--- config.mk ---
export PLATFORM = sky130hd
export DESIGN_NAME = room_actuator
export DESIGN_NICKNAME = d
export VERILOG_FILES = /design/src/rtl/room_pkg.sv /design/src/rtl/room_step_timer.sv /design/src/rtl/room_actuator.sv
export SDC_FILE = /design/constraint.sdc
export NUM_CORES = 1
export LEC_CHECK = 0
export BUFFER_PORTS_ARGS = -buffer_cell sky130_fd_sc_hd__buf_2
export CORE_AREA = 5 5 79 81
export DETAILED_ROUTE_END_ITERATION = 6
export DIE_AREA = 0 0 84 86
export GPL_TIMING_DRIVEN = 0
export HOLD_SLACK_MARGIN = 0.02
export PLACE_DENSITY_LB_ADDON = 0.15
export SETUP_SLACK_MARGIN = 0.1
export SYNTH_ARGS = -nofsm -noshare
export SYNTH_HDL_FRONTEND = slang
export SYNTH_SLANG_ARGS = --single-unit
--- constraint.sdc ---
create_clock -name clk -period 9 [get_ports clk]
set_input_delay 0.9 -clock clk [delete_from_list [all_inputs] [get_ports clk]]
set_output_delay 0.9 -clock clk [all_outputs]
set_load 0.03 [all_outputs]
--- src/rtl/room_pkg.sv ---
// ============================================================================
//  Module      : room_pkg
//  Description : Shared types and helpers for the room actuator: state
//                encoding, temperature width, clamp and distance helpers.
//  Revision    : 1.0 - initial release
// ============================================================================
`default_nettype none

package room_pkg;

  localparam int TEMP_W = 8;

  typedef enum logic [1:0] {
    IDLE = 2'd0,
    HEAT = 2'd1,
    COOL = 2'd2,
    HOLD = 2'd3
  } room_state_e;

  // Limit a requested temperature to the accepted setpoint window.
  function automatic logic [TEMP_W-1:0] clamp_temp(input logic [TEMP_W-1:0] v,
                                                   input logic [TEMP_W-1:0] lo,
                                                   input logic [TEMP_W-1:0] hi);
    if (v < lo)      clamp_temp = lo;
    else if (v > hi) clamp_temp = hi;
    else             clamp_temp = v;
  endfunction

  // Unsigned distance between two temperatures (never wraps).
  function automatic logic [TEMP_W-1:0] abs_diff(input logic [TEMP_W-1:0] a,
                                                 input logic [TEMP_W-1:0] b);
    abs_diff = (a > b) ? (a - b) : (b - a);
  endfunction

endpackage

`default_nettype wire

--- src/rtl/room_step_timer.sv ---
// ============================================================================
//  Module      : room_step_timer
//  Description : Counts STEP_CYCLES enabled cycles and pulses tick on the
//                last one; clear forces the count back to zero so each ramp
//                starts with a full step period.
//  Revision    : 1.0 - initial release
// ============================================================================
`default_nettype none

module room_step_timer #(
  parameter int STEP_CYCLES = 4
) (
  input  logic clk,
  input  logic rst,
  input  logic en,
  input  logic clear,
  output logic tick
);

  localparam logic [7:0] c_last = 8'(STEP_CYCLES - 1);

  logic [7:0] r_cnt;
  logic       w_last;

  assign w_last = (r_cnt == c_last);
  assign tick   = en && !clear && w_last;

  // Free-running step counter while enabled, wrapping after each step.
  always_ff @(posedge clk) begin
    if (rst || clear) begin
      r_cnt <= 8'd0;
    end else if (en) begin
      if (w_last) r_cnt <= 8'd0;
      else        r_cnt <= r_cnt + 8'd1;
    end
  end

endmodule

`default_nettype wire

--- src/rtl/room_actuator.sv ---
// ============================================================================
//  Module      : room_actuator
//  Description : Models a room heated/cooled toward an accepted setpoint at
//                one degree per STEP_CYCLES clocks, pulsing done on arrival.
//                Optional build macro ROOM_ACT_DEADBAND_EN: treat targets
//                within DEADBAND degrees as reached.
//  Revision    : 1.0 - initial release
// ============================================================================
`default_nettype none

module room_actuator
  import room_pkg::*;
#(
  parameter int INIT_TEMP   = 21,
  parameter int MIN_TEMP    = 16,
  parameter int MAX_TEMP    = 30,
  parameter int STEP_CYCLES = 4,
  parameter int DEADBAND    = 1
) (
  input  logic              clk,
  input  logic              rst,
  input  logic [TEMP_W-1:0] setpoint,
  input  logic              sp_valid,
  output logic              sp_ready,
  output logic [TEMP_W-1:0] cur_temp,
  output logic              heat_on,
  output logic              cool_on,
  output logic              done
);

  localparam logic [TEMP_W-1:0] c_init = TEMP_W'(INIT_TEMP);
  localparam logic [TEMP_W-1:0] c_min  = TEMP_W'(MIN_TEMP);
  localparam logic [TEMP_W-1:0] c_max  = TEMP_W'(MAX_TEMP);
`ifdef ROOM_ACT_DEADBAND_EN
  localparam logic [TEMP_W-1:0] c_tol  = TEMP_W'(DEADBAND);
`else
  // Exact arrival required; the tolerance collapses to zero.
  localparam logic [TEMP_W-1:0] c_tol  = TEMP_W'(0 * DEADBAND);
`endif

  room_state_e       r_state, w_next;
  logic [TEMP_W-1:0] r_cur, r_target;
  logic              r_done;
  logic [TEMP_W-1:0] w_sp_clamp, w_next_temp;
  logic              w_load, w_done, w_ramping, w_tick;

  assign w_sp_clamp  = clamp_temp(setpoint, c_min, c_max);
  assign w_next_temp = (r_state == HEAT) ? (r_cur + 8'd1) : (r_cur - 8'd1);
  assign w_ramping   = (r_state == HEAT) || (r_state == COOL);

  room_step_timer #(
    .STEP_CYCLES (STEP_CYCLES)
  ) u_timer (
    .clk   (clk),
    .rst   (rst),
    .en    (w_ramping),
    .clear (!w_ramping),
    .tick  (w_tick)
  );

  // State register.
  always_ff @(posedge clk) begin
    if (rst) r_state <= IDLE;
    else     r_state <= w_next;
  end

  // Next-state: accept in IDLE/HOLD, stop a ramp once the target is reached.
  always_comb begin
    w_next = r_state;
    w_load = 1'b0;
    w_done = 1'b0;
    case (r_state)
      IDLE, HOLD: begin
        if (sp_valid) begin
          w_load = 1'b1;
          if (abs_diff(w_sp_clamp, r_cur) <= c_tol) begin
            w_next = HOLD;
            w_done = 1'b1;
          end else if (w_sp_clamp > r_cur) begin
            w_next = HEAT;
          end else begin
            w_next = COOL;
          end
        end
      end
      HEAT, COOL: begin
        if (w_tick && (abs_diff(r_target, w_next_temp) <= c_tol)) begin
          w_next = HOLD;
          w_done = 1'b1;
        end
      end
      default: w_next = IDLE;
    endcase
  end

  // Outputs decoded from the current state.
  always_comb begin
    sp_ready = (r_state == IDLE) || (r_state == HOLD);
    heat_on  = (r_state == HEAT);
    cool_on  = (r_state == COOL);
  end

  // Temperature, target and done-pulse registers.
  always_ff @(posedge clk) begin
    if (rst) begin
      r_cur    <= c_init;
      r_target <= c_init;
      r_done   <= 1'b0;
    end else begin
      r_done <= w_done;
      if (w_load) r_target <= w_sp_clamp;
      if (w_tick) r_cur    <= w_next_temp;
    end
  end

  assign cur_temp = r_cur;
  assign done     = r_done;

endmodule

`default_nettype wire

* Word-level counts from Yosys, hierarchy flattened
Cells that the tools add are included.
** Word-level totals
- Register bits :: 27
- Input bits :: 11
- Output and inout bits :: 12
** Cells by class
- Add/subtract/negate cells :: 7
- Magnitude comparators :: 6
- Equality and inequality tests :: 6
- Muxes and demuxes :: 17
- Reduce and logical (&&, ||, !) cells :: 10
** Operator list (count)
- two-way mux 8 bit :: 6
- subtractor 8 bit :: 4
- adder 8 x 1 -> 8 bit, second input constant :: 2
- > comparator 8 bit :: 2
- less-or-equal comparator 8 x 1 -> 1 bit, second input constant :: 2
- equality test 8 x 2 -> 1 bit, second input constant :: 1
- > comparator 8 x 5 -> 1 bit, second input constant :: 1
- less-than comparator 8 x 5 -> 1 bit, second input constant :: 1
- two-way mux 2 bit :: 4
- subtractor 8 x 1 -> 8 bit, second input constant :: 1
- two-way mux 1 bit :: 5
- equality test 2 bit, second input constant :: 2
- != test 2 bit, second input constant :: 2
- one-hot mux 2 bit (2 select lines) :: 1
- OR reduction 2 bit :: 2
- logical OR 1 bit :: 3
- equality test 2 x 1 -> 1 bit, second input constant :: 1
- logical AND 1 bit :: 2
- zero test 2 bit :: 1
- one-hot mux 1 bit (2 select lines) :: 1
- AND reduction 2 bit :: 1
- zero test 1 bit :: 1

* Depth between registers and ports, before layout
Gate-level depths: netlist of the first run.
- Word-level depth :: 9
- Mapped depth :: 17
- Depth with buffers taken out :: 17

* Cells and area by module
Synthesis of the first run repeated with hierarchy kept, for this count alone.
** Unflattened totals
- Cells, all modules :: 316
- Area total of the unflattened synthesis :: 2590.0 µm²
** By module, submodules not included
- room_actuator :: times used 1, cells each 275, area an instance 2204.6 µm²
- room_step_timer :: times used 1, cells each 41, area an instance 385.4 µm²

* Worst setup path after synthesis of the first run
OpenSTA, ideal clock, no wires.
- Path type :: reg2reg
- Start point :: register r_state[1]
- End point :: register r_state[0]
- Setup time :: 95 ps
- Data arrival time :: 4114 ps
- Slack :: 4790 ps
- Stages on the path, launching flop included :: 18
- Path buffers :: 1
- Clock period less this slack :: 4210 ps
- Path through :: dfxtp_1 > inv_1 > ha_1 > inv_1 > ha_1 > a21oi_1 > nand2_1 > xor2_1 > ha_1 > clkbuf_1 > or3_1 > a211oi_1 > o2111ai_2 > nor4b_2 > a32oi_1 > or4b_1 > o2111a_1 > a221oi_1
** Between the ends
- Cells in the longest elaborated chain, start to end :: 8
- Elaborated cells on any way between the ends :: 19
- Classes of those cells :: add/sub: 2; order compare: 2; eq/ne: 5; mux: 3; reduce/logical: 7
** RTL lines
- start: declaration :: RTL line room_actuator.sv:41 : room_state_e r_state, w_next;
- start signal: assignment :: RTL line room_actuator.sv:64 : else r_state <= w_next;
- equality test 2 x 1 -> 1 bit (*)
- named net heat_on :: RTL line room_actuator.sv:26 : output logic heat_on,
- two-way mux 8 bit (*) :: RTL line room_actuator.sv:48 : assign w_next_temp = (r_state == HEAT) ? (r_cur + 8'd1) : (r_cur - 8'd1);
- named net w_next_temp[3] :: RTL line room_actuator.sv:44 : logic [TEMP_W-1:0] w_sp_clamp, w_next_temp;
- subtractor 8 bit / > comparator 8 bit (equally long branches) :: RTL line room_pkg.sv:32 : abs_diff = (a > b) ? (a - b) : (b - a);
- two-way mux 8 bit (*) :: RTL line room_pkg.sv:32
- less-or-equal comparator 8 x 1 -> 1 bit (*) :: RTL line room_actuator.sv:87 : if (w_tick && (abs_diff(r_target, w_next_temp) <= c_tol)) begin
- logical AND 1 bit (*) :: RTL line room_actuator.sv:87
- != test 2 bit (no source line) (*)
- AND reduction 2 bit (no source line) (*)
The timed path passes the listed nets; every way through them passes the cells marked *.
A chain may end at the register's enable or synchronous reset.

* Final worst setup path of the first run
- Start point :: register r_state[1]
- End point :: register r_state[0]
** Between the ends
- Cells in the longest elaborated chain, start to end :: 8
- Elaborated cells on any way between the ends :: 19
- Classes of those cells :: add/sub: 2; order compare: 2; eq/ne: 5; mux: 3; reduce/logical: 7
** RTL lines (RTL line)
- equality test 2 x 1 -> 1 bit (*) :: room_actuator.sv:48
- two-way mux 8 bit (*) :: room_actuator.sv:48
- named net w_next_temp[3] :: room_actuator.sv:44
- subtractor 8 bit / > comparator 8 bit (equally long branches) :: room_pkg.sv:32
- two-way mux 8 bit (*) :: room_pkg.sv:32
- less-or-equal comparator 8 x 1 -> 1 bit (*) :: room_actuator.sv:87
- logical AND 1 bit (*) :: room_actuator.sv:87
- != test 2 bit (no source line) (*)
- AND reduction 2 bit (no source line) (*)
Marks and branches as above.

==> flow_results.xml, run 1 <==
<?xml version="1.0" encoding="UTF-8"?>
<metrics>
  <group name="synthesis">
    <metric name="synth.yosys.seq_area_share" unit="">0.205</metric>
    <metric name="average_footprint_of_a_synthesized_cell" unit="um2">7.78</metric>
    <metric name="post_synth_inst_count" unit="">339</metric>
    <metric name="ys_warnings" unit="">0</metric>
    <metric name="ys.flop_type" unit="">dfxtp_1</metric>
    <metric name="post_synth_most_frequent_cells" unit="">37 x ha_1, 30 x nor2_1, 28 x inv_1, 27 x dfxtp_1, 26 x nand2_1</metric>
    <metric name="synth_area" unit="um2">2640</metric>
    <metric name="yosys.area.top_type_share" unit="">0.205</metric>
    <metric name="synth_edf_count" unit="">0</metric>
    <metric name="postSynth.asyncResetShare" unit="">0</metric>
    <metric name="synth.area.top_cells" unit="">dfxtp_1 20%, ha_1 18%, nor2_1 4.3%, inv_1 4.0%, nand2_1 3.7%</metric>
    <metric name="postSynthRegisterBits" unit="">27</metric>
    <metric name="synth_cell_types" unit="">57</metric>
    <metric name="cell_type_with_the_highest_aggregate_area_in_the_netlist" unit="">dfxtp_1</metric>
    <metric name="most_common_cell_in_the_netlist" unit="">ha_1</metric>
  </group>
  <group name="place">
    <metric name="place_ws" unit="ns">4.41</metric>
    <metric name="gp_congestion" unit="">0.843</metric>
    <metric name="dp_cells" unit="">437</metric>
    <metric name="io_buffers" unit="">21</metric>
    <metric name="detailedPlacementHpwl" unit="mm">4.92</metric>
  </group>
  <group name="cells_and_area">
    <metric name="layout-drive-gt1-share" unit="">0.100</metric>
    <metric name="syn_to_final_growth" unit="%">9.96</metric>
    <metric name="postLayoutCoreUtil" unit="">0.537</metric>
    <metric name="finish.cell_count_without_fillers" unit="">441</metric>
    <metric name="fin_nets" unit="">419</metric>
    <metric name="antenna_cells_inserted" unit="">0</metric>
  </group>
  <group name="drt">
    <metric name="dr.pass1.iters" unit="">4</metric>
    <metric name="via_count" unit="">2455</metric>
    <metric name="detail-route-antenna-nets" unit="">0</metric>
    <metric name="routed_via_density" unit="">5.57</metric>
    <metric name="post-route-drc-count" unit="">0</metric>
    <metric name="routed_wire_length_per_instance" unit="um">14.0</metric>
    <metric name="initialDrtViolationCount" unit="">144</metric>
    <metric name="finalWirelength" unit="mm">6.17</metric>
  </group>
  <group name="status">
    <metric name="run_status" unit="">completed</metric>
  </group>
  <group name="clock_tree">
    <metric name="cts_hold_repair.buffers" unit="">0</metric>
    <metric name="cts_num_sinks" unit="">27</metric>
    <metric name="cts.clk_slew.worst_paths" unit="ns">0.10</metric>
    <metric name="post_cts_setup_repair_bufs" unit="">0</metric>
    <metric name="cts.path.max_buffers" unit="">2</metric>
    <metric name="ctsResizeCount" unit="">0</metric>
    <metric name="tritoncts" unit="">done</metric>
    <metric name="cts.htree.levels" unit="">1</metric>
    <metric name="clock_latency_at_the_later_pin_of_the_worst_skew_pair" unit="ns">0.28</metric>
    <metric name="cts_buffers" unit="">3</metric>
    <metric name="cts.root.buffer_cell" unit="">clkbuf_8</metric>
  </group>
  <group name="floorplanning">
    <metric name="area_of_the_die" unit="um2">7220</metric>
    <metric name="floorplan.die.width" unit="um">84</metric>
    <metric name="io_pins" unit="">23</metric>
    <metric name="initial_utilization" unit="">0.488</metric>
    <metric name="die_height" unit="um">86</metric>
    <metric name="placeableCoreArea" unit="um2">5410</metric>
    <metric name="row_count" unit="">27</metric>
  </group>
  <group name="run">
    <metric name="max_cap_viol_count" unit="">0</metric>
  </group>
  <group name="setup_path">
    <metric name="critical_path.max_fanout" unit="">9</metric>
    <metric name="timing.critical_path.required" unit="ns">9.19</metric>
    <metric name="worstSetupStartpointType" unit="">register</metric>
    <metric name="worstSetupEndpointType" unit="">register</metric>
    <metric name="critPathArrivalTime" unit="ns">4.80</metric>
    <metric name="crit_type" unit="">register to register</metric>
  </group>
  <group name="timing">
    <metric name="setup-violations-final" unit="">0</metric>
    <metric name="skew" unit="ns">0.00321</metric>
    <metric name="fin_crit" unit="ns">4.62</metric>
    <metric name="max_slew.worst_pin.slew" unit="ns">1.12</metric>
    <metric name="relSlewSlack" unit="">0.244</metric>
    <metric name="post-route-period-util" unit="">0.513</metric>
    <metric name="final_hold_viol_count" unit="">0</metric>
    <metric name="timing.setup.tns" unit="ns">0</metric>
    <metric name="maxSlewViolCount" unit="">0</metric>
    <metric name="achievable-frequency" unit="GHz">0.217</metric>
    <metric name="postLayoutSetupSlackWorst" unit="ns">4.38</metric>
    <metric name="rsz_0062_raised_after_global_routing" unit="">no</metric>
  </group>
  <group name="worst_hold_path">
    <metric name="hold_path_class" unit="">register to register</metric>
  </group>
  <group name="power_and_ir_drop">
    <metric name="power" unit="uW">418</metric>
    <metric name="p_leak" unit="uW">0.00124</metric>
    <metric name="cellPowerDensity" unit="nW/um2">144</metric>
    <metric name="vdd_ir_drop_max" unit="mV">0.0817</metric>
  </group>
  <group name="grt">
    <metric name="grt_overflow" unit="">0</metric>
    <metric name="grt_start_max_net_pins" unit="">17</metric>
    <metric name="wire_length_of_the_first_global_routing_pass" unit="mm">10.8</metric>
    <metric name="antenna_found_initial" unit="">0</metric>
    <metric name="groute.layer.met3.usage" unit="">0.0317</metric>
    <metric name="gr-usage-all-layers" unit="">0.179</metric>
    <metric name="grtUsageMet1" unit="">0.233</metric>
    <metric name="grt_pass1_vias" unit="">2352</metric>
    <metric name="busiest_metal_layer_after_global_routing" unit="">met2</metric>
    <metric name="use_met2" unit="">0.306</metric>
  </group>
</metrics>
-- cell usage in the layout (no fill, tap or decap), types with 4 or more instances in the layout --
master,n
buf_2,22
xor2_1,5
nor3_1,10
clkbuf_1,8
or2_2,4
o22ai_1,4
nand3b_1,5
nand2_1,26
a21oi_1,18
a211oi_1,9
or3_1,6
nor2b_1,7
nor2_1,30
nand3_1,13
nand2b_1,7
dfxtp_1,27
inv_1,28
conb_1,7
xnor2_1,10
ha_1,37
and2_1,6
o211ai_1,5
o21ai_0,16
nand4_1,4
-- critical path: stages, from the launching register on --
cell,delay (ns)
dfxtp_1,0.34
inv_1,0.06
ha_1,0.27
inv_1,0.19
ha_1,0.38
a21oi_1,0.20
nand2_1,0.09
xor2_1,0.27
ha_1,0.29
clkbuf_1,0.19
or3_1,0.38
a211oi_1,0.29
o2111ai_2,0.18
nor4b_2,0.26
a32oi_1,0.16
or4b_1,0.48
o2111a_1,0.21
a221oi_1,0.29
-- layout make-up --
type,instances,area (um2)
plain buffers,9,35.0
fillers,545,2500
inverters,28,105
flip-flops and latches,27,541
multi-input cells,280,1980
clock inverters,1,7.51
well taps,72,90.1
repair buffers,21,105
clock buffers,3,41.3
-- routing by layer --
layer / vias to the layer above / routed length (um) / part of all wire
met4: 0 / 95 / 0.015
met3: 9 / 246 / 0.040
met2: 40 / 2850 / 0.46
met1: 1132 / 2980 / 0.48
li1: 1274 / - / -
met5: - / 0 / 0
-- flip-flops by register name (all words and copies together) (netlist names) --
signal,count
r_target,8
cur_temp,8
done,1
r_state,2
u_timer.r_cnt,8
-- per-stage QoR --
step,instance area [um2],hold WS (ns)
global route,2900,0.492
detailed placement,2850,0.443
CTS,2900,0.458
finish,2900,0.457
global placement,2850,0.435
floorplan,2660,0.418
-- logic make-up (layout without fill, tap and decap cells) --
logic type	count (synthesis)	after routing	share of synthesized area
DFF	27	27	0.205
other	2	7	0.00285
muxes	3	3	0.0114
adders and majority gates	38	38	0.183
and+or+nand+nor	133	133	0.275
buffers and inverters	37	62	0.0531
xor gates and xnor gates	15	15	0.0498
AOI/OAI and AO/OA	84	84	0.220
-- report_power, final --
part	leakage, uW	switching (uW)	internal [uW]	total (uW)
registers	0.000219	4.27	125	129
clock network	0.0000217	41.4	31.5	72.9
logic	0.000998	128	88.6	217
total	0.00124	174	245	418
-- final timing paths --
kind / from / end / slack (ns) / cells after the start
setup / recovery: r_state[1] / r_state[0] / 4.38 / 17
hold reg to reg: u_timer.r_cnt[0] / u_timer.r_cnt[0] / 0.46 / 1
setup reg to reg: r_state[1] / r_state[0] / 4.38 / 17
hold / removal: u_timer.r_cnt[0] / u_timer.r_cnt[0] / 0.46 / 1
No activity file was read; power rests on OpenSTA's default activity.
==> inputs of run 2 (changes only) <==
==> constraint.sdc (replaced) <==
create_clock -name clk -period 3.85 [get_ports clk]
set_input_delay 0.385 -clock clk [delete_from_list [all_inputs] [get_ports clk]]
set_output_delay 0.385 -clock clk [all_outputs]
set_load 0.03 [all_outputs]
==> flow_results.xml, run 2 (synthesis results as in run 1) <==
<?xml version="1.0" encoding="UTF-8"?>
<metrics>
  <group name="drt">
    <metric name="routed_via_density" unit="">5.59</metric>
    <metric name="post-route-drc-count" unit="">0</metric>
    <metric name="finalWirelength" unit="mm">6.36</metric>
    <metric name="via_count" unit="">2540</metric>
    <metric name="routed_wire_length_per_instance" unit="um">14.0</metric>
    <metric name="detail-route-antenna-nets" unit="">0</metric>
    <metric name="initialDrtViolationCount" unit="">93</metric>
    <metric name="dr.pass1.iters" unit="">4</metric>
  </group>
  <group name="timing">
    <metric name="postLayoutSetupSlackWorst" unit="ns">0.0699</metric>
    <metric name="setup-violations-final" unit="">0</metric>
    <metric name="timing.setup.tns" unit="ns">0</metric>
    <metric name="maxSlewViolCount" unit="">0</metric>
    <metric name="fin_crit" unit="ns">3.78</metric>
    <metric name="relSlewSlack" unit="">0.264</metric>
    <metric name="max_slew.worst_pin.slew" unit="ns">1.09</metric>
    <metric name="final_hold_viol_count" unit="">0</metric>
    <metric name="achievable-frequency" unit="GHz">0.265</metric>
    <metric name="rsz_0062_raised_after_global_routing" unit="">yes</metric>
    <metric name="post-route-period-util" unit="">0.982</metric>
    <metric name="skew" unit="ns">0.00238</metric>
  </group>
  <group name="setup_path">
    <metric name="critical_path.max_fanout" unit="">7</metric>
    <metric name="critPathArrivalTime" unit="ns">3.97</metric>
    <metric name="worst_path_most_repeated_cell" unit="">ha_4</metric>
    <metric name="max_stage_delay" unit="ns">0.48</metric>
    <metric name="timing.critical_path.required" unit="ns">4.04</metric>
    <metric name="worstRegToRegCells" unit="">17</metric>
    <metric name="worst_path_cell_trace" unit="">inv_2 &gt; ha_4 &gt; inv_8 &gt; ha_4 &gt; a21oi_4 &gt; nand2_2 &gt; xor2_2 &gt; ha_1 &gt; clkbuf_8 &gt; or3_4 &gt; a211oi_2 &gt; o2111ai_2 &gt; nor4b_2 &gt; a32oi_1 &gt; or4b_1 &gt; o2111a_2 &gt; a221oi_2</metric>
    <metric name="slowest_stage" unit="">or4b_1</metric>
    <metric name="worstSetupEndpointType" unit="">register</metric>
    <metric name="crit_type" unit="">register to register</metric>
    <metric name="worstSetupStartpointType" unit="">register</metric>
  </group>
  <group name="clock_tree">
    <metric name="tritoncts" unit="">done</metric>
    <metric name="cts.root.buffer_cell" unit="">clkbuf_8</metric>
    <metric name="cts_num_sinks" unit="">27</metric>
    <metric name="cts.htree.levels" unit="">1</metric>
    <metric name="clock_latency_at_the_later_pin_of_the_worst_skew_pair" unit="ns">0.27</metric>
    <metric name="cts.path.max_buffers" unit="">2</metric>
    <metric name="cts_buffers" unit="">3</metric>
    <metric name="cts.clk_slew.worst_paths" unit="ns">0.09</metric>
    <metric name="cts_hold_repair.buffers" unit="">0</metric>
  </group>
  <group name="floorplanning">
    <metric name="row_count" unit="">27</metric>
    <metric name="area_of_the_die" unit="um2">7220</metric>
    <metric name="initial_utilization" unit="">0.488</metric>
    <metric name="io_pins" unit="">23</metric>
    <metric name="floorplan.die.width" unit="um">84</metric>
    <metric name="placeableCoreArea" unit="um2">5410</metric>
    <metric name="die_height" unit="um">86</metric>
  </group>
  <group name="cells_and_area">
    <metric name="antenna_cells_inserted" unit="">0</metric>
    <metric name="layout.filler_cells" unit="">515</metric>
    <metric name="fin_nets" unit="">432</metric>
    <metric name="finish.cell_count_without_fillers" unit="">454</metric>
    <metric name="syn_to_final_growth" unit="%">21.0</metric>
    <metric name="postLayoutCoreUtil" unit="">0.591</metric>
    <metric name="layout-drive-gt1-share" unit="">0.217</metric>
    <metric name="layout_commonest_cell" unit="">nor2_1</metric>
    <metric name="mostFrequentLayoutCells" unit="">30 x nor2_1, 29 x ha_1, 26 x inv_1, 25 x nand2_1</metric>
  </group>
  <group name="place">
    <metric name="gp_congestion" unit="">0.861</metric>
    <metric name="detailedPlacementHpwl" unit="mm">4.93</metric>
    <metric name="place_ws" unit="ns">-0.384</metric>
    <metric name="io_buffers" unit="">21</metric>
    <metric name="dp_cells" unit="">437</metric>
  </group>
  <group name="grt">
    <metric name="gr-usage-all-layers" unit="">0.181</metric>
    <metric name="grt_start_max_net_pins" unit="">17</metric>
    <metric name="grt_overflow" unit="">0</metric>
    <metric name="antenna_found_initial" unit="">0</metric>
    <metric name="wire_length_of_the_first_global_routing_pass" unit="mm">10.8</metric>
    <metric name="grt_pass1_vias" unit="">2339</metric>
  </group>
  <group name="worst_hold_path">
    <metric name="hold_path_depth" unit="">1</metric>
    <metric name="hold_path_class" unit="">register to register</metric>
  </group>
  <group name="power_and_ir_drop">
    <metric name="p_leak" unit="uW">0.00134</metric>
    <metric name="cellPowerDensity" unit="nW/um2">344</metric>
    <metric name="vdd_ir_drop_max" unit="mV">0.196</metric>
  </group>
  <group name="run">
    <metric name="max_cap_viol_count" unit="">0</metric>
  </group>
  <group name="status">
    <metric name="run_status" unit="">completed</metric>
  </group>
</metrics>
==> run 2: cell count changes in the layout (fill, tap and decap cells not counted), sizes merged <==
cell / delta
buf: +14
clkbuf: -1
==> run 2: area by class of cell <==
class	instances	area (um2)	area share
Clock inverter	1	7.51	0.00235
Timing Repair Buffer	35	210	0.0658
Sequential cell	27	549	0.172
Multi-Input combinational cell	280	2140	0.670
Clock buffer	3	41.3	0.0129
Tap cell	72	90.1	0.0282
Inverter	28	113	0.0353
Buffer	8	41.3	0.0129
==> run 2: through the flow <==
step                      instance area, um2  hold WS [ns]  power [uW]
after global routing                    3190         0.501        1190
after detailed placement                2940         0.444         839
after CTS                               3140         0.460        1080
after floorplan                         2750         0.418         742
final                                   3190         0.465        1100
after global placement                  2940         0.432         833
==> run 2: repair_timing <==
action                     in CTS  in global routing
setup buffers                  11                  3
pin swaps                      11                  3
setup endpoints to repair       3                  3
gates resized for setup        15                  8
==> run 2: worst paths after layout <==
kind	startpoint	end	slack, ns
min	u_timer.r_cnt[0]	u_timer.r_cnt[0]	0.46
max reg2reg	r_state[1]	r_state[0]	0.07
max	r_state[1]	r_state[0]	0.07
min reg2reg	u_timer.r_cnt[0]	u_timer.r_cnt[0]	0.46
==> run 2: worst max-delay path: cells and delay by family (launching register included) <==
family	cells	cell delay, ns
compound gates	6	1.08
xor+xnor	1	0.15
fa+ha+maj	3	0.72
buf+inv	3	0.26
flops	1	0.34
simple gates	4	1.15
==> run 2: routing by layer <==
layer  vias to the layer above  global-route usage  routed length, um
li1                       1296                   -                  -
met1                      1187               0.237               3030
met2                        45               0.307               2940
met3                        12              0.0288                276
met4                         0              0.0526                119
met5                         -                   0                  0
==> run 2: where the power goes <==
part	leakage (uW)	internal (uW)	total (uW)	switching, uW
clock	0.0000217	73.5	165	91.7
sequential	0.000220	292	302	10.7
combinational	0.00109	293	632	339
==> inputs of run 3 (changes only) <==
--- a/config.mk
+++ b/config.mk
@@ -11,8 +11,8 @@
 export DIE_AREA = 0 0 84 86
 export GPL_TIMING_DRIVEN = 0
 export HOLD_SLACK_MARGIN = 0.02
+export MAX_ROUTING_LAYER = met4
 export PLACE_DENSITY_LB_ADDON = 0.15
-export SETUP_SLACK_MARGIN = 0.1
 export SYNTH_ARGS = -nofsm -noshare
 export SYNTH_HDL_FRONTEND = slang
 export SYNTH_SLANG_ARGS = --single-unit
==> flow_results.xml, run 3 (synthesis results as in run 1) <==
<?xml version="1.0" encoding="UTF-8"?>
<metrics>
  <group name="timing">
    <metric name="rsz_0062_raised_after_global_routing" unit="">yes</metric>
    <metric name="achievable-frequency" unit="GHz">0.264</metric>
    <metric name="setup-violations-final" unit="">0</metric>
    <metric name="relSlewSlack" unit="">0.259</metric>
    <metric name="fin_crit" unit="ns">3.79</metric>
    <metric name="timing.setup.tns" unit="ns">0</metric>
    <metric name="final_hold_viol_count" unit="">0</metric>
    <metric name="post-route-period-util" unit="">0.983</metric>
    <metric name="fin_hold_ws" unit="ns">0.461</metric>
    <metric name="skew" unit="ns">0.00648</metric>
    <metric name="maxSlewViolCount" unit="">0</metric>
    <metric name="max_slew.worst_pin.slew" unit="ns">1.10</metric>
  </group>
  <group name="place">
    <metric name="io_buffers" unit="">21</metric>
    <metric name="post_dp_cell_area" unit="um2">2890</metric>
    <metric name="detailedPlacementHpwl" unit="mm">4.90</metric>
    <metric name="gp_congestion" unit="">0.865</metric>
    <metric name="dp_cells" unit="">437</metric>
  </group>
  <group name="worst_hold_path">
    <metric name="hold_path_depth" unit="">1</metric>
    <metric name="hold_end" unit="">u_timer.r_cnt[0]</metric>
    <metric name="min_from" unit="">u_timer.r_cnt[0]</metric>
    <metric name="hold_path_class" unit="">register to register</metric>
  </group>
  <group name="clock_tree">
    <metric name="tritoncts" unit="">done</metric>
    <metric name="clock_latency_at_the_later_pin_of_the_worst_skew_pair" unit="ns">0.27</metric>
    <metric name="cts.htree.levels" unit="">1</metric>
    <metric name="cts.path.max_buffers" unit="">2</metric>
    <metric name="cts_buffers" unit="">3</metric>
    <metric name="cts.root.buffer_cell" unit="">clkbuf_8</metric>
    <metric name="cts_num_sinks" unit="">27</metric>
    <metric name="cts_hold_repair.buffers" unit="">0</metric>
    <metric name="cts.clk_slew.worst_paths" unit="ns">0.08</metric>
  </group>
  <group name="setup_path">
    <metric name="worstSetupEndpointType" unit="">register</metric>
    <metric name="timing.critical_path.required" unit="ns">4.03</metric>
    <metric name="worstRegToRegCells" unit="">17</metric>
    <metric name="reg2reg_slack" unit="ns">0.06</metric>
    <metric name="regToRegEndpoint" unit="">r_state[1]</metric>
    <metric name="top_family_by_delay_on_critical_path" unit="">simple AND/OR/NAND/NOR gates</metric>
    <metric name="slowest_stage" unit="">or3_1</metric>
    <metric name="max_stage_delay" unit="ns">0.34</metric>
    <metric name="crit_type" unit="">register to register</metric>
    <metric name="worst_path_most_repeated_cell" unit="">ha_4</metric>
    <metric name="critical_path.max_fanout" unit="">7</metric>
    <metric name="worst_path_cell_trace" unit="">inv_2 &gt; ha_4 &gt; inv_8 &gt; ha_4 &gt; or2_2 &gt; o21ba_2 &gt; or2_2 &gt; a21oi_4 &gt; xnor2_2 &gt; ha_4 &gt; and2_4 &gt; a32oi_1 &gt; and4_1 &gt; buf_4 &gt; or3_1 &gt; o2111a_2 &gt; a221oi_2</metric>
    <metric name="worstSetupStartpointType" unit="">register</metric>
    <metric name="critPathBufInv" unit="">3</metric>
    <metric name="critPathArrivalTime" unit="ns">3.96</metric>
    <metric name="r2r_start" unit="">r_state[1]</metric>
  </group>
  <group name="drt">
    <metric name="dr.pass1.iters" unit="">4</metric>
    <metric name="routed_wire_length_per_instance" unit="um">14.6</metric>
    <metric name="detail-route-antenna-nets" unit="">0</metric>
    <metric name="via_count" unit="">2560</metric>
    <metric name="initialDrtViolationCount" unit="">135</metric>
    <metric name="post-route-drc-count" unit="">0</metric>
    <metric name="routed_via_density" unit="">5.64</metric>
    <metric name="finalWirelength" unit="mm">6.64</metric>
  </group>
  <group name="power_and_ir_drop">
    <metric name="power" unit="uW">1170</metric>
    <metric name="p_leak" unit="uW">0.00135</metric>
    <metric name="cellPowerDensity" unit="nW/um2">353</metric>
    <metric name="vdd_ir_drop_max" unit="mV">0.210</metric>
  </group>
  <group name="cells_and_area">
    <metric name="finish.cell_count_without_fillers" unit="">454</metric>
    <metric name="fin_nets" unit="">432</metric>
    <metric name="mostFrequentLayoutCells" unit="">30 x nor2_1, 26 x inv_1, 25 x nand2_1, 24 x ha_1, 24 x dfxtp_1</metric>
    <metric name="layout-drive-gt1-share" unit="">0.233</metric>
    <metric name="syn_to_final_growth" unit="%">25.1</metric>
    <metric name="postLayoutCellArea" unit="um2">3300</metric>
    <metric name="layout_commonest_cell" unit="">nor2_1</metric>
    <metric name="layout.filler_cells" unit="">477</metric>
    <metric name="antenna_cells_inserted" unit="">0</metric>
  </group>
  <group name="floorplanning">
    <metric name="io_pins" unit="">23</metric>
    <metric name="placeableCoreArea" unit="um2">5410</metric>
    <metric name="initial_utilization" unit="">0.488</metric>
    <metric name="die_height" unit="um">86</metric>
    <metric name="row_count" unit="">27</metric>
    <metric name="floorplan.die.width" unit="um">84</metric>
    <metric name="area_of_the_die" unit="um2">7220</metric>
  </group>
  <group name="grt">
    <metric name="grt_pass1_vias" unit="">2438</metric>
    <metric name="grt_start_max_net_pins" unit="">15</metric>
    <metric name="gr-usage-all-layers" unit="">0.188</metric>
    <metric name="grt_overflow" unit="">0</metric>
    <metric name="wire_length_of_the_first_global_routing_pass" unit="mm">11.0</metric>
    <metric name="antenna_found_initial" unit="">0</metric>
  </group>
  <group name="run">
    <metric name="max_cap_viol_count" unit="">0</metric>
  </group>
  <group name="status">
    <metric name="run_status" unit="">completed</metric>
  </group>
</metrics>
-- run 3: layout make-up --
| class | count | area, um2 | share of cell area |
|---|---|---|---|
| buffer | 6 | 23.8 | 0.00720 |
| clock buffer | 4 | 45.0 | 0.0136 |
| inverter | 28 | 113 | 0.0341 |
| multi-input combinational | 280 | 2250 | 0.681 |
| sequential | 27 | 544 | 0.165 |
| tap | 72 | 90.1 | 0.0273 |
| timing repair buffer | 37 | 238 | 0.0720 |
-- run 3: worst max-delay path by stage --
| stage | from | end | cells past startpoint |
|---|---|---|---|
| 5_1_grt | r_state[1] | r_state[1] | 16 |
| 6_report | r_state[1] | r_state[1] | 17 |
| 2_1_floorplan | r_state[1] | r_state[0] | 16 |
| 3_3_place_gp | r_state[1] | r_state[0] | 16 |
| 4_1_cts | r_state[1] | r_state[1] | 15 |
| 3_5_place_dp | r_state[1] | r_state[0] | 16 |
-- run 3: per-layer routing --
layer	vias up	wire length, um	GRT usage
li1	1300	-	-
met1	1198	2970	0.232
met2	58	3310	0.332
met3	4	311	0.0183
met4	0	44	0.0453
met5	-	0	-
-- run 3: timing repair --
action / CTS / global route
pin swaps: 15 / 18
gates resized for setup: 24 / 24
gates cloned: 0 / 0
buffers inserted: 13 / 3
endpoints found under the setup margin: 3 / 3
-- run 3: stage by stage --
stage	setup slack, ns	util
3_3_place_gp	-0.378	0.534
5_1_grt	-0.0441	0.611
2_1_floorplan	0.0125	-
4_1_cts	0.00112	0.578
6_report	0.0644	0.611
3_5_place_dp	-0.504	0.534
-- run 3: power breakdown --
group	total, uW	switching [uW]	internal [uW]
clock	161	86.8	74.2
sequential	303	11.0	292
combinational	701	368	333
